## src/rtl/seg_arb_pkg.sv

```systemverilog
// Shared types and elaboration helpers for the segment-select arbiter.
// Holds the FSM state encoding, a log2 helper and the configuration sanity check.
package seg_arb_pkg;

  typedef enum logic [1:0] {
    IDLE  = 2'd0,
    GRANT = 2'd1,
    GAP   = 2'd2
  } arb_state_e;

  localparam int SEL_W_DEFAULT    = 3;
  localparam int N_SEG_DEFAULT    = 4;
  localparam int HOLD_MAX_DEFAULT = 16;

  // Smallest r with 2**r >= value; sizes the hold counter.
  function automatic int clog2_f(input int value);
    for (int r = 0; r < 31; r++) begin
      if ((1 << r) >= value) return r;
    end
    return 31;
  endfunction

  function automatic bit sel_fits(input int n_seg, input int sel_w);
    return n_seg <= (1 << sel_w);
  endfunction

  localparam bit DEFAULT_CFG_OK = sel_fits(N_SEG_DEFAULT, SEL_W_DEFAULT);

endpackage

```

## src/rtl/rr_pick.sv

```systemverilog
// Rotating priority encoder: first set bit of eff at or above ptr, wrapping at N_SEG.
// Purely combinational; ptr is assumed to be below N_SEG.
module rr_pick
  import seg_arb_pkg::*;
#(
  parameter int N_SEG = N_SEG_DEFAULT,
  parameter int SEL_W = SEL_W_DEFAULT
) (
  input  logic [N_SEG-1:0] eff,
  input  logic [SEL_W-1:0] ptr,
  output logic             found,
  output logic [SEL_W-1:0] index
);

  logic [2*N_SEG-1:0] doubled;
  logic [N_SEG-1:0]   rotated;
  logic [SEL_W-1:0]   offset;
  logic [SEL_W:0]     sum;

  // Rotate so ptr lands on bit 0, find the lowest set bit, then rotate the index back.
  always_comb begin
    doubled = {eff, eff};
    rotated = N_SEG'(doubled >> ptr);
    found   = |rotated;
    offset  = '0;
    for (int i = N_SEG - 1; i >= 0; i--) begin
      if (rotated[i]) offset = SEL_W'(i);
    end
    sum = {1'b0, ptr} + {1'b0, offset};
    if (sum >= (SEL_W + 1)'(N_SEG)) sum = sum - (SEL_W + 1)'(N_SEG);
    index = sum[SEL_W-1:0];
  end

endmodule

```

## src/rtl/seg_sel_arbiter.sv

```systemverilog
// Round-robin owner of the shared segment-select decoder, with break-before-make gap,
// hold-time limit and a security mask that blocks requesters from the scan path.
module seg_sel_arbiter
  import seg_arb_pkg::*;
#(
  parameter int SEL_W    = SEL_W_DEFAULT,
  parameter int N_SEG    = N_SEG_DEFAULT,
  parameter int HOLD_MAX = HOLD_MAX_DEFAULT
) (
  input  logic             clk,
  input  logic             rst_n,
  input  logic [N_SEG-1:0] req,
  input  logic             mask_wr,
  input  logic [N_SEG-1:0] mask_in,
  output logic [N_SEG-1:0] grant,
  output logic [SEL_W-1:0] sel_code,
  output logic             sel_valid,
  output logic             timeout
);

  localparam int  CNT_W  = clog2_f(HOLD_MAX + 1);
  localparam bit  cfg_ok = sel_fits(N_SEG, SEL_W) && (HOLD_MAX >= 1) && DEFAULT_CFG_OK;

  if (!cfg_ok) begin : g_cfg_err
    $error("seg_sel_arbiter: need N_SEG <= 2**SEL_W and HOLD_MAX >= 1");
  end

  arb_state_e       state_q, state_d;
  logic [N_SEG-1:0] grant_q, grant_d;
  logic [SEL_W-1:0] sel_code_q, sel_code_d;
  logic             sel_valid_q, sel_valid_d;
  logic             timeout_q, timeout_d;
  logic [N_SEG-1:0] mask_q, mask_d;
  logic [SEL_W-1:0] ptr_q, ptr_d;
  logic [CNT_W-1:0] hold_q, hold_d;

  logic [N_SEG-1:0] eff;
  logic             pick_found;
  logic [SEL_W-1:0] pick_index;
  logic             owner_ok;

  assign eff = req & ~mask_q;

  rr_pick #(
    .N_SEG (N_SEG),
    .SEL_W (SEL_W)
  ) u_rr_pick (
    .eff   (eff),
    .ptr   (ptr_q),
    .found (pick_found),
    .index (pick_index)
  );

  always_comb begin
    state_d     = state_q;
    grant_d     = grant_q;
    sel_code_d  = sel_code_q;
    sel_valid_d = sel_valid_q;
    timeout_d   = 1'b0;
    mask_d      = mask_wr ? mask_in : mask_q;
    ptr_d       = ptr_q;
    hold_d      = hold_q;

    // Grant is one-hot, so this picks out the owner's own request/mask bits.
    owner_ok = 1'b0;
    for (int i = 0; i < N_SEG; i++) begin
      if (grant_q[i]) owner_ok = req[i] & ~mask_q[i];
    end

    unique case (state_q)
      IDLE: begin
        if (pick_found) begin
          grant_d     = N_SEG'(1) << pick_index;
          sel_code_d  = pick_index;
          sel_valid_d = 1'b1;
          hold_d      = CNT_W'(1);
          state_d     = GRANT;
        end
      end
      GRANT: begin
        if (!owner_ok || hold_q == CNT_W'(HOLD_MAX)) begin
          // A voluntary drop or mask hit wins over the hold limit: no timeout then.
          timeout_d   = owner_ok;
          grant_d     = '0;
          sel_valid_d = 1'b0;
          hold_d      = '0;
          ptr_d       = (sel_code_q == SEL_W'(N_SEG - 1)) ? '0 : sel_code_q + SEL_W'(1);
          state_d     = GAP;
        end else begin
          hold_d = hold_q + CNT_W'(1);
        end
      end
      GAP: begin
        state_d = IDLE;
      end
      default: begin
        state_d     = IDLE;
        grant_d     = '0;
        sel_valid_d = 1'b0;
        hold_d      = '0;
      end
    endcase
  end

  always_ff @(posedge clk or negedge rst_n) begin
    if (!rst_n) begin
      state_q     <= IDLE;
      grant_q     <= '0;
      sel_code_q  <= '0;
      sel_valid_q <= 1'b0;
      timeout_q   <= 1'b0;
      mask_q      <= '0;
      ptr_q       <= '0;
      hold_q      <= '0;
    end else begin
      state_q     <= state_d;
      grant_q     <= grant_d;
      sel_code_q  <= sel_code_d;
      sel_valid_q <= sel_valid_d;
      timeout_q   <= timeout_d;
      mask_q      <= mask_d;
      ptr_q       <= ptr_d;
      hold_q      <= hold_d;
    end
  end

  assign grant     = grant_q;
  assign sel_code  = sel_code_q;
  assign sel_valid = sel_valid_q;
  assign timeout   = timeout_q;

endmodule

```

## config.mk

```make
export PLATFORM = sky130hd
export DESIGN_NAME = seg_sel_arbiter
export DESIGN_NICKNAME = d
export VERILOG_FILES = /design/src/rtl/seg_arb_pkg.sv /design/src/rtl/rr_pick.sv /design/src/rtl/seg_sel_arbiter.sv
export SDC_FILE = /design/constraint.sdc
export NUM_CORES = 1
export LEC_CHECK = 0
export CAP_MARGIN = 20
export CORE_MARGIN = 3
export CORE_UTILIZATION = 49
export DETAILED_ROUTE_END_ITERATION = 7
export PLACE_DENSITY = 0.79
export SYNTH_ARGS = -nofsm -noshare
export SYNTH_HDL_FRONTEND = slang
export SYNTH_SLANG_ARGS = --single-unit
```

## constraint.sdc

```tcl
create_clock -name clk -period 2.7 [get_ports clk]
set_input_delay 0.675 -clock clk [delete_from_list [all_inputs] [get_ports clk]]
set_output_delay 0.675 -clock clk [all_outputs]
set_load 0.1 [all_outputs]
```

Word-level counts from Yosys, hierarchy flattened
Index checks and enable logic that the tools add are counted.
W data, S select, Z words.
- latch bits: 0
- word-level logic and storage cells: 65
- memories kept: 0
- RAM bits: 0
- output and inout port bits: 9
- register bits after elaboration: 23
- input bits: 11
- ROM bits: 0
- shift operators: 2
- multiply operators: 0
- div/mod/pow operators: 0
- magnitude comparators: 1
- multiplexer cells: 24
- add/sub/neg operators: 4
- bitwise gates (word level): 11
- reduce and logical (&&, ||, !) cells: 9
- eq/ne operators: 6
- operators by type and width (kind ; count):
    $pmux W5 S3 ; 1
    $mux W2 ; 6
    $pmux W4 S3 ; 1
    $mux W5 ; 2
    $mux W1 ; 8
    $mux W4 ; 2
    $reduce_and A2 Y1 ; 4
    $shr A8 B3 Y4 ; 1
    $mux W3 ; 2
    $add A5 B1 Y5 const B ; 1
    $eq A5 B5 Y1 const B ; 1
    $not A1 Y1 ; 5
    $add A3 B2 Y4 ; 1
    $and A1 B1 Y1 ; 4
    $and A4 B4 Y4 ; 1
    $ge A4 B3 Y1 const B ; 1
    $ne A2 B2 Y1 const B ; 2
    $not A4 Y4 ; 1
    $pmux W2 S2 ; 1
    $reduce_or A4 Y1 ; 1
    $shl A1 B3 Y4 const A ; 1
    $add A3 B1 Y3 const B ; 1
    $eq A3 B2 Y1 const B ; 1
    $pmux W1 S3 ; 1
    other kinds (7) ; 7

Longest topological paths before layout
- depth after elaboration: 13
- mapped depth: 13
- mapped depth without buffers: 12

Hierarchy
A second synthesis with hierarchy kept.
- cell total of the unflattened synthesis: 134
- area, all modules: 1387.6 um^2
- modules (own cells, without submodules) (module ; sequential area each (um^2) ; instances ; area each (um^2) ; cells each):
    seg_sel_arbiter ; 575.6 ; 1 ; 1151.1 ; 102
    rr_pick ; 0.0 ; 1 ; 236.5 ; 32

Least setup slack after synthesis
No wires, ideal clock.
- kind: input port to flip-flop
- start: in req[2]
- end: reg grant_q[0], in the netlist grant[0]
- slack: 0.102 ns
- library setup time: 0.078 ns
- arrival: 2.520 ns
- stages on the path: 10
- data required time: 2.622 ns
- path through: nor2b_1 > buf_2 > a211o_2 > o31ai_1 > ha_1 > a21oi_1 > nor2_1 > nor4_1 > nand2_1 > o2bb2ai_1
- cells in the longest elaborated chain, start to end: 12
- elaborated cells on any way between the ends: 22
- ends and longest elaborated chain (item ; RTL line ; text):
    start, declared ; seg_sel_arbiter.sv:12 ; input logic [N_SEG-1:0] req,
    $and A4 B4 Y4 ; seg_sel_arbiter.sv:42 ; assign eff = req & ~mask_q;
    $shr A8 B3 Y4 ; rr_pick.sv:23 ; rotated = N_SEG'(doubled >> ptr);
    $mux W2 (4 in series) ; rr_pick.sv:27 ; if (rotated[i]) offset = SEL_W'(i);
    $add A3 B2 Y4 ; rr_pick.sv:29 ; sum = {1'b0, ptr} + {1'b0, offset};
    $ge A4 B3 Y1 or $sub A3 B3 Y3 (tied branches) ; rr_pick.sv:30 ; if (sum >= (SEL_W + 1)'(N_SEG)) sum = sum - (SEL_W + 1)'(N_SEG);
    $mux W3 ; rr_pick.sv:30 ;
    $shl A1 B3 Y4 ; seg_sel_arbiter.sv:73 ; grant_d = N_SEG'(1) << pick_index;
    $mux W4 ; seg_sel_arbiter.sv:72 ; if (pick_found) begin
    $pmux W4 S3 ; seg_sel_arbiter.sv:70 ; unique case (state_q)
    end signal, assigned ; seg_sel_arbiter.sv:117 ; grant_q <= grant_d;
    end, declared ; seg_sel_arbiter.sv:29 ; logic [N_SEG-1:0] grant_q, grant_d;
Parallel ways exist; a longest one is shown, timed or not. The select of a mux whose other input is x is not followed.
A chain may end at the register's enable or synchronous reset.

Worst setup path in the final report
- start: reg ptr_q[0]
- end: reg grant_q[2], in the netlist grant[2]
- cells in the longest elaborated chain, start to end: 11
- elaborated cells on any way between the ends: 15
- ends and longest elaborated chain (item ; RTL line ; text):
    start, declared ; seg_sel_arbiter.sv:34 ; logic [SEL_W-1:0] ptr_q, ptr_d;
    start signal, assigned ; seg_sel_arbiter.sv:122 ; ptr_q <= ptr_d;
    $shr A8 B3 Y4 ; rr_pick.sv:23 ;
    $mux W2 (4 in series) ; rr_pick.sv:27 ;
    $add A3 B2 Y4 ; rr_pick.sv:29 ;
    $ge A4 B3 Y1 or $sub A3 B3 Y3 (tied branches) ; rr_pick.sv:30 ;
    $mux W3 ; rr_pick.sv:30 ;
    $shl A1 B3 Y4 ; seg_sel_arbiter.sv:73 ;
    $mux W4 ; seg_sel_arbiter.sv:72 ;
    $pmux W4 S3 ; seg_sel_arbiter.sv:70 ;
Parallel ways exist; a longest one is shown, timed or not. The select of a mux whose other input is x is not followed.

==> metrics.cfg <==
[hold_path]
hold_path_depth=1
hold_class=flip-flop to flip-flop
worstHoldStart=sel_code[1]
min_to=sel_code[1]

[sta]
setup-violations-final=0
hold_viol=0
tightest_slew_ps=449
drv_slew=0
fin_crit_sh_pct=99.3
fin_crit_ps=2680
max-slew-margin-rel_pct=70.0
skew_ps=4.61
fmax_mhz=373

[yosys]
async_reset_ff_share_pct=100
avgSynthCellArea_um2=11.2
syn-num-nets=141
ys.flop_type=dfrtp_1
synth.most_common_cell=dfrtp_1
yosys-top-cells-area=dfrtp_1 (41%), ha_1 (4.5%), mux2_1 (3.2%), a21oi_1 (2.5%), mux2_2 (2.4%)
synth_edf_count=0
yosysWarningCount=0
yosysUniqueCellTypes=47
synth_top_area_share_pct=41.4
synth_area_um2=1390
seq_area_frac_synth_pct=41.4
ys_seq_elements=23
ys_top_cells_by_count=dfrtp_1 (23), nand2_1 (8), a21oi_1 (7), inv_1 (7), nor2_1 (7)
synth_largest_area_cell=dfrtp_1
synthCells=124

[worst_setup_path]
path_delay_family=simple AND/OR/NAND/NOR gates
crit_type=flip-flop to flip-flop
rr_startpoint=ptr_q[0]
worst_setup_path_start_kind=flip-flop
timing.rr.end=grant[2]
required_ps=2960
critPathBufInv=1
crit_path_top_delay_cell=dfrtp_2
ff2ff_path_depth=10
r2r_slack_ps=20
crit_path_max_incr_delay_ps=600
cp_data_arrival_time_ps=2950
cp_cell_sequence=nor4bb_4 -> nor3_4 -> nand4b_1 -> o31ai_4 -> ha_1 -> a21oi_2 -> nor2_2 -> nor4_2 -> buf_4 -> a32o_1
critPathMaxFanout=12
endpoint_kind=flip-flop

[power]
p_total_mw=1.91
clock_power_share_pct=8.9
internal_power_mw=0.959
p_seq_share_pct=30.7
cellPowerDensity_nw_per_um2=1030
sw_frac_of_total_pct=49.9
p_leak_nw=0.843
p_sw_mw=0.955
peakVddDrop_uv=876
pwr-share-comb_pct=60.4

[final_layout]
drive_gt1_share_pct=38.5
final_area_um2=1860
layout.nets=174
fillers=177
insertedDiodeCount=0
area_growth_pct=33.7
layout.cells.non_filler=186

[floorplan]
die_w_um=59.2
die_h_um=59.2
io-pin-count=20
fp.dieArea_um2=3510
fp-row-count=18
initial_core_util_pct=53.6
core_area_um2=2590

[clock_network]
clk_pin_slew_ps=140
clk_latency_ps=320
ctsRootBufferMaster=clkbuf_4
cts_num_sinks=23
cts_buffers=3
clockBufferDepth=2
cts_tree=built
htreeDepth=1

[drt]
initialDrtViolationCount=29
vias=1096
routedWlPerCell_um=17.5
wl_mm=3.25
drt_pass1_iterations=4
ant_nets=0
vias_per_cell=5.89
drc=0

[placement]
io_buffers=19
place_congestion=0.822
dp.cells=179
place_area_um2=1640
dp_hpwl_mm=2.13

[grt]
antenna_found_initial=0
grt_pass1_wl_mm=5.20
grt_pass1_vias=1132
grt_max_degree=24
grt_util_all_layers_pct=19.3
grt_overflow=0

[flow_run]
drv_cap=0

[outcome]
status=completed

## cell type report
type	count	area [um^2]	share of cell area [%]
clock inverter	1	5.00	0.270
timing repair buffer	31	279	15.0
sequential	23	577	31.1
inverter	7	26.3	1.42
tap	30	37.5	2.02
multi-input combinational	91	910	49.0
clock buffer	3	22.5	1.21
## logic make-up after synthesis
group / Yosys count / synth area share (%)
AOI/OAI and AO/OA: 31 / 19.4
adders and majority gates: 6 / 5.95
buffers and inverters: 10 / 3.42
DFF: 23 / 41.4
muxes: 10 / 8.20
and+or+nand+nor: 44 / 21.6
## stage by stage
step | setup WS [ps] | setup TNS, ps | hold WS (ps) | utilization [%]
finish | 19.7 | 0 | 567 | 71.7
CTS | -63.6 | -159 | 562 | 64.6
global route | -110 | -176 | 611 | 71.7
floorplan | 102 | 0 | 379 | -
global placement | -463 | -2350 | 523 | 63.3
detailed placement | -499 | -2680 | 530 | 63.3
## power groups by stage
| stage | Clock (mW) | Combinational (mW) | Sequential [mW] |
|---|---|---|---|
| finish | 0.171 | 1.16 | 0.587 |
| CTS | 0.174 | 1.01 | 0.558 |
| global placement | 0 | 0.980 | 0.560 |
| floorplan | 0 | 0.565 | 0.766 |
| global route | 0.190 | 1.24 | 0.600 |
| detailed placement | 0 | 1.00 | 0.564 |
## layout by cell type (no fill, tap or decap), drive strengths merged, types with 2 or more instances in the layout
master | synthesis | layout
dfrtp | 23 | 23
buf | 3 | 21
nand2 | 9 | 9
mux2 | 8 | 8
inv | 7 | 7
a21oi | 7 | 7
nor2 | 7 | 7
clkdlybuf4s50 | 0 | 6
ha | 5 | 5
nor3 | 5 | 5
dlymetal6s2s | 0 | 4
nand2b | 4 | 4
nor2b | 4 | 4
nor3b | 4 | 4
nand3 | 3 | 3
clkbuf | 0 | 3
o21ai | 3 | 3
a31oi | 2 | 2
mux2i | 2 | 2
o2bb2ai | 2 | 2
a32o | 2 | 2
a21o | 2 | 2
nor4bb | 2 | 2
a211o | 2 | 2
nand4b | 2 | 2
o22ai | 2 | 2
## worst max path at each step
stage                           to  cells past startpoint  slack [ps]  startpoint
after floorplan           grant[0]                     10         100      req[2]
after global placement    grant[1]                     11        -460      req[2]
after detailed placement  grant[0]                     10        -500      req[0]
after CTS                 grant[1]                     10         -60      req[1]
after global routing      grant[2]                     10        -110    ptr_q[0]
final                     grant[2]                     10          20    ptr_q[0]
## timing repair
item	CTS	global route
hold buffers	0	0
pin swaps	0	10
gates resized for setup	1	33
endpoints found under the setup margin	6	6
setup buffers	0	3
## registers in the layout (all words and copies together), names as in the netlist
signal and count:
timeout 1, state_q 2, sel_valid 1, grant 4, sel_code 3, mask_q 4, hold_q 5, ptr_q 3
## worst register-to-register path: stages, from the launching register on
cell and delay [ps]:
dfrtp_2 600, nor4bb_4 460, nor3_4 110, nand4b_1 170
o31ai_4 110, ha_1 320, a21oi_2 160, nor2_2 80
nor4_2 320, buf_4 160, a32o_1 150
## layer usage
| layer | vias up | routed length [um] | track usage [%] |
|---|---|---|---|
| met5 | - | 0 | 0 |
| li1 | 524 | - | - |
| met1 | 531 | 1410 | 27.5 |
| met3 | 6 | 178 | 2.83 |
| met4 | 0 | 47 | 6.47 |
| met2 | 35 | 1620 | 30.0 |
No activity file was read; power rests on OpenSTA's default activity.
